==> config.mk <==
export PLATFORM = sky130hd
export DESIGN_NAME = countdown_timer
export DESIGN_NICKNAME = d
export VERILOG_FILES = /design/src/rtl/countdown_timer.sv
export SDC_FILE = /design/constraint.sdc
export NUM_CORES = 1
export LEC_CHECK = 0
export ABC_AREA = 0
export BUFFER_PORTS_ARGS = -buffer_cell sky130_fd_sc_hd__buf_2
export CORE_UTILIZATION = 52
export DETAILED_ROUTE_END_ITERATION = 16
export PLACE_DENSITY = 0.9
export SETUP_SLACK_MARGIN = 0.05
export SLEW_MARGIN = 10
export SYNTH_ARGS = -nofsm -noshare
export SYNTH_HDL_FRONTEND = slang
export SYNTH_SLANG_ARGS = --single-unit
==> constraint.sdc <==
create_clock -name clock -period 3.7 [get_ports clock]
set_input_delay 0.37 -clock clock [delete_from_list [all_inputs] [get_ports clock]]
set_output_delay 0.37 -clock clock [all_outputs]
set_load 0.005 [all_outputs]
==> src/rtl/countdown_timer.sv <==
// rtl/countdown_timer.sv - loadable down-counter with one-cycle expiry pulse
//
// Purpose:
//   Accepts a start value over a valid/ready load handshake and counts it down
//   to zero while enable is high. It pulses done for one cycle on expiry. It
//   serves as a one-shot or periodic timer for control FSMs.
//
// Optional feature (macro COUNTDOWN_RELOAD_EN):
//   Adds the reload_en input and a reload register that holds the last
//   accepted load value. At expiry with reload_en=1 and a non-zero reload
//   value, the count restarts from that value instead of stopping.
//
// Ports:
//   clock       in   rising-edge clock
//   reset       in   synchronous, active-high reset
//   load_valid  in   load_value is valid this cycle
//   load_ready  out  block can accept a load (combinational)
//   load_value  in   [BITS] start value, sampled on handshake
//   enable      in   decrement permission while running; low pauses
//   abort       in   cancel a running count; blocks loads while idle
//   reload_en   in   (COUNTDOWN_RELOAD_EN only) restart from reload value at expiry
//   count       out  [BITS] current count, registered
//   busy        out  count in progress, registered
//   done        out  one-cycle expiry pulse, registered

module countdown_timer #(
    parameter int BITS = 8
) (
    input  logic            clock,
    input  logic            reset,
    input  logic            load_valid,
    output logic            load_ready,
    input  logic [BITS-1:0] load_value,
    input  logic            enable,
    input  logic            abort,
`ifdef COUNTDOWN_RELOAD_EN
    input  logic            reload_en,
`endif
    output logic [BITS-1:0] count,
    output logic            busy,
    output logic            done
);

    typedef enum logic {
        IDLE = 1'b0,
        RUN  = 1'b1
    } state_t;

    localparam logic [BITS-1:0] ZERO = '0;
    localparam logic [BITS-1:0] ONE  = BITS'(1);

    state_t state;

`ifdef COUNTDOWN_RELOAD_EN
    logic [BITS-1:0] reload_value;
`endif

    // Loads are only taken while idle. Abort in idle also blocks them, so a
    // cancel and a fresh load cannot race in the same cycle.
    assign load_ready = (state == IDLE) && !abort;

    always_ff @(posedge clock) begin
        if (reset) begin
            state <= IDLE;
            count <= ZERO;
            busy  <= 1'b0;
            done  <= 1'b0;
`ifdef COUNTDOWN_RELOAD_EN
            reload_value <= ZERO;
`endif
        end else begin
            // done is a single-cycle pulse. Every path that does not raise it
            // lets it fall.
            done <= 1'b0;

            case (state)
                IDLE: begin
                    if (load_valid && load_ready) begin
`ifdef COUNTDOWN_RELOAD_EN
                        reload_value <= load_value;
`endif
                        if (load_value != ZERO) begin
                            count <= load_value;
                            busy  <= 1'b1;
                            state <= RUN;
                        end else begin
                            // A zero load expires immediately without
                            // entering RUN.
                            count <= ZERO;
                            busy  <= 1'b0;
                            done  <= 1'b1;
                        end
                    end
                end

                RUN: begin
                    if (abort) begin
                        // Cancellation beats both enable and expiry. It
                        // never produces done.
                        count <= ZERO;
                        busy  <= 1'b0;
                        state <= IDLE;
                    end else if (enable) begin
                        if (count == ONE) begin
                            done <= 1'b1;
`ifdef COUNTDOWN_RELOAD_EN
                            if (reload_en && (reload_value != ZERO)) begin
                                count <= reload_value;
                            end else begin
                                count <= ZERO;
                                busy  <= 1'b0;
                                state <= IDLE;
                            end
`else
                            count <= ZERO;
                            busy  <= 1'b0;
                            state <= IDLE;
`endif
                        end else if (count == ZERO) begin
                            // RUN is never entered with zero, so this branch
                            // is unreachable. Falling back to IDLE keeps
                            // count from ever wrapping.
                            busy  <= 1'b0;
                            state <= IDLE;
                        end else begin
                            count <= count - ONE;
                        end
                    end
                    // enable low: count, busy and state hold.
                end

                default: begin
                    state <= IDLE;
                    count <= ZERO;
                    busy  <= 1'b0;
                end
            endcase
        end
    end

endmodule

; ---- Yosys cells after proc, flatten, opt, wreduce, memory -nomap -nowiden
; Index checks and enable logic that the tools add are counted.
[word_totals]
out_inout_bits = 11
mem_bits_ro = 0
wordCells = 44
input_bits = 13
reg_bits = 11
mem_bits_rw = 0
latch_bits = 0
memories = 0
[op_classes]
multipliers = 0
div_mod_pow = 0
muxes = 26
bitwise = 1
n_addsub = 1
shifts = 0
n_lt_le_gt_ge = 0
n_reduce_logical = 7
n_eq_ne = 5
[ops]
columns = op, n
row1 = $mux W8, 6
row2 = $mux W1, 16
row3 = $pmux W8 S2, 1
row4 = $eq A8 B1 Y1 const B, 1
row5 = $logic_not A8 Y1, 1
row6 = $reduce_bool A8 Y1, 1
row7 = $sub A8 B1 Y8 const B, 1
row8 = $pmux W1 S2, 3
row9 = $reduce_and A3 Y1, 2
row10 = $ne A4 B2 Y1 const B, 1
row11 = $ne A4 B4 Y1 const B, 1
row12 = $ne A3 B3 Y1 const B, 1
row13 = $logic_and A1 B1 Y1, 2
row14 = $ne A2 B1 Y1 const B, 1
row15 = $logic_not A1 Y1, 1
row16 = $not A1 Y1, 1

; ---- Depth between registers and ports, before layout
[depth]
depth_word = 6
depth_mapped = 7
ltp_nobuf = 7

; ---- Least setup slack after synthesis
; Ideal clock, no wire load.
[synth_path]
path_kind = register -> register
from = register count[0]
to = register count[7]
synth_period_minus_slack_ns = 1.751
arrival_ns = 1.672
setup_slack_ns = 1.949
setup_time_ns = 0.079
required_time_ns = 3.621
path_stages_with_launch = 6
path_cell_list = dfxtp_1 > or4_4 > or4_1 > a21oi_1 > a21oi_1 > a211oi_2
[synth_via]
elab_chain_len = 6
word_cells_on_any_way = 10
cone_classes = 1 x add/sub / 2 x eq/ne / 5 x mux / 2 x reduce/logical
[synth_rtl]
columns = item, line
row1 = "start, declared", 39  ; output logic [BITS-1:0] count,
row2 = "start signal, assigned", 83  ; count <= load_value;
row3 = "start signal, assigned", 126  ; count <= count - ONE;
row4 = $sub A8 B1 Y8, 126
row5 = $mux W8, 119  ; end else if (count == ZERO) begin
row6 = $mux W8, 104  ; if (count == ONE) begin
row7 = $mux W8, 103  ; end else if (enable) begin
row8 = $mux W8, 97  ; if (abort) begin
row9 = $pmux W8 S2, 76  ; case (state)
; Several ways; a longest one is shown, not always the timed one. The select of a mux whose other input is x is not followed.
; A chain may end at the register's enable or synchronous reset.

; ---- Worst setup path after layout
[layout_path]
from = register count[4]
to = register count[7]
; Same word-level chain as after synthesis.

==> flow_summary.toml <==
[outcome]
outcome = "complete, no violations"

[hold_path]
holdPathEnd = "done"
whs_path_depth = 3
hp-start = "enable"
hold_class = "in -> reg"

[route]
wl_met3_um = 215
viasPerCell = 6.35
vias = 851
totalWireLength_um = 1970
wl_met1_um = 786
routedWlPerCell_um = 14.7
wl_met2_um = 881
drc = 0
top_layer = "met4"
firstDrtPassIters = 5
ant_nets = 0
drt-initial-drc-count = 83

[global_route]
grt_pass1_vias = 673
grt_usage = 0.302
grt_overflow = 0
grt_first_pass_wirelength_um = 3020
antenna_found_initial = 0
grt_max_degree = 12

[floorplan]
coreArea_sq_mm = 0.00132
ioPinCount = 24
die_height_um = 39.7
design.die.area_sq_mm = 0.00157
start_util = 0.560
die_width_um = 39.7
row_count = 13

[pwr]
irDropWorstVdd_mv = 0.202
intPower_uw = 209
power_frac_comb = 0.294
seqPwrFrac = 0.430
power_density_mw_per_mm2 = 373
netSwitchingFraction = 0.353
p_switching_uw = 114
power_leakage_uw = 0.000368
clkPwrFrac = 0.276

[timing]
fin_skew_ns = 0.00212
max_freq_mhz = 496
setup_violations = 0
hold_ws_ns = 0.390
finalHoldViolCount = 0
fin_crit_sh = 0.545
tns_ns = 0
post-route-min-period_ns = 2.02
rsz0062_at_grt = "false"
slew_headroom = 0.368
drv_slew = 0
postLayoutSetupSlackWorst_ns = 1.68
worst_pin_slew_ns = 0.936

[worst_setup_path]
end_kind = "register"
ff2ff_path_depth = 5
cp-start-kind = "register"
crit_fanout = 11
cpPeakStageDelay_ns = 0.47
worstSetupPathType = "reg -> reg"
critPathSlowestCell = "a41oi_1"
r2r_end = "count[7]"
r2r_start = "count[4]"
cpMostUsedCell = "nor2_1"
worstPathArrival_ns = 2.15
cp.required_ns = 3.83
crit_path_cell_trace = "or3_4 > nor2_1 > a41oi_1 > nor2_1 > a211oi_2"
r2r_slack_ns = 1.68

[logic_synthesis]
syn_area_sq_um = 738
synth_cells = 95
yosys.area.top_type = "dfxtp_1"
synth_nets = 111
syn_area_per_cell_sq_um = 7.77
synth_top_area_frac = 0.298
yosys-top-cells-area = "dfxtp_1 (30%), a21oi_1 (8.1%), nor2_1 (6.6%)"
synth-seq-cells = 11
yosysWarnings = 0
seq_area_frac_synth = 0.298
synth_cell_types = 35

[clock_network]
cts_resized = 0
numCtsBuffers = 3
clk_latency_ns = 0.28
cts_sinks = 11
clk_pin_slew_ns = 0.08
holdBufCountCts = 0
postCtsSetupRepairBufs = 0
cts_root_buffer = "clkbuf_4"
tritoncts = "built"
clockBufferDepth = 2
htreeDepth = 1

[placement]
gp_congestion = 0.887
io_buffer_count = 23
dp_slack_ns = 1.74
dpl.hpwl_um = 1420

[layout]
drive_gt1_frac = 0.261
area_growth_pct = 17.5
fin_nets = 136
seq_area_sq_um = 220
multi_input_area_sq_um = 460
utilization = 0.658
nFillCells = 115
diodes = 0

[job]
maxCapViolCount = 0
## layer usage
metal / vias to the layer above / GRT usage
li1: 400 / -
met1: 367 / 0.376
met2: 71 / 0.430
met3: 13 / 0.0909
met4: 0 / 0.216
met5: - / 0
## synth_stat cells
cell and number:
nor2b_1 3, nand2b_2 1, o21ai_1 1, or3_1 1, a221oi_1 1, or4_1 1, o21a_1 1, o41ai_1 1
a41oi_1 1, o22ai_1 1, nor3_1 1, nand2_1 9, nand3_1 1, dlygate4sd1_1 1, or3_4 1, dfxtp_1 11
nor3b_1 1, a31oi_1 1, nor4_1 2, o32ai_1 2, and2_1 1, o31ai_4 1, nand4_1 1, a41o_1 1
buf_6 2, a21oi_1 12, a211oi_1 2, ha_1 3, o211ai_1 1, nor2_1 13, a211oi_2 1, inv_1 7
or4_4 1, o21ai_0 6, o2bb2ai_1 1
## layout by cell type, fill, tap and decap left out, types with 2 or more instances in the layout
| cell | count |
|---|---|
| a211oi_1 | 2 |
| a21oi_1 | 12 |
| buf_2 | 23 |
| clkbuf_4 | 3 |
| dfxtp_1 | 11 |
| ha_1 | 3 |
| inv_1 | 7 |
| nand2_1 | 9 |
| nor2_1 | 13 |
| nor2b_1 | 3 |
| nor4_1 | 2 |
| o21ai_0 | 6 |
| o32ai_1 | 2 |
## registers in the layout (all words and copies together) (netlist names)
name and cells:
count 8, busy 1, done 1, state 1
## worst max-delay path: cells and delay by family, from the launching register on
| kind | cells | cell delay (ns) |
|---|---|---|
| simple gates | 3 | 0.97 |
| flops | 1 | 0.37 |
| compound gates | 2 | 0.54 |
## power groups by stage
stage	Sequential (uW)	Clock [uW]	Combinational, uW
floorplan	139	0	67.4
global placement	140	0	89.6
detailed placement	141	0	92.6
CTS	138	87.7	93.0
global route	140	95.6	105
finish	139	89.3	95.0
## through the flow
stage | power (uW) | instances | instance area [sq um]
2_1_floorplan | 206 | 95 | 738
3_3_place_gp | 230 | 130 | 841
3_5_place_dp | 233 | 130 | 841
4_1_cts | 319 | 134 | 867
5_1_grt | 341 | 134 | 867
6_report | 323 | 134 | 867
## cell type report
class	count	share of cell area
Clock buffer	4	0.0303
Inverter	7	0.0303
Timing Repair Buffer	23	0.133
Multi-Input combinational cell	74	0.531
Sequential cell	11	0.254
Tap cell	15	0.0216
## cells by family (layout without fill, tap and decap cells)
| kind of cell | Yosys count | after routing | share of synthesized area |
|---|---|---|---|
| AOI/OAI and AO/OA | 34 | 34 | 0.317 |
| adders and majority gates | 3 | 3 | 0.0509 |
| buffers and inverters | 10 | 34 | 0.0780 |
| DFF | 11 | 11 | 0.298 |
| and+or+nand+nor | 37 | 37 | 0.256 |
## how the worst max path moves through the flow
stage	start	end	slack (ns)
2_1_floorplan	count[0]	count[7]	1.95
3_3_place_gp	count[4]	count[7]	1.78
3_5_place_dp	count[4]	count[7]	1.74
4_1_cts	count[4]	count[7]	1.73
5_1_grt	count[0]	count[5]	1.48
6_report	count[4]	count[7]	1.68
(Power assumes the default switching activity.)
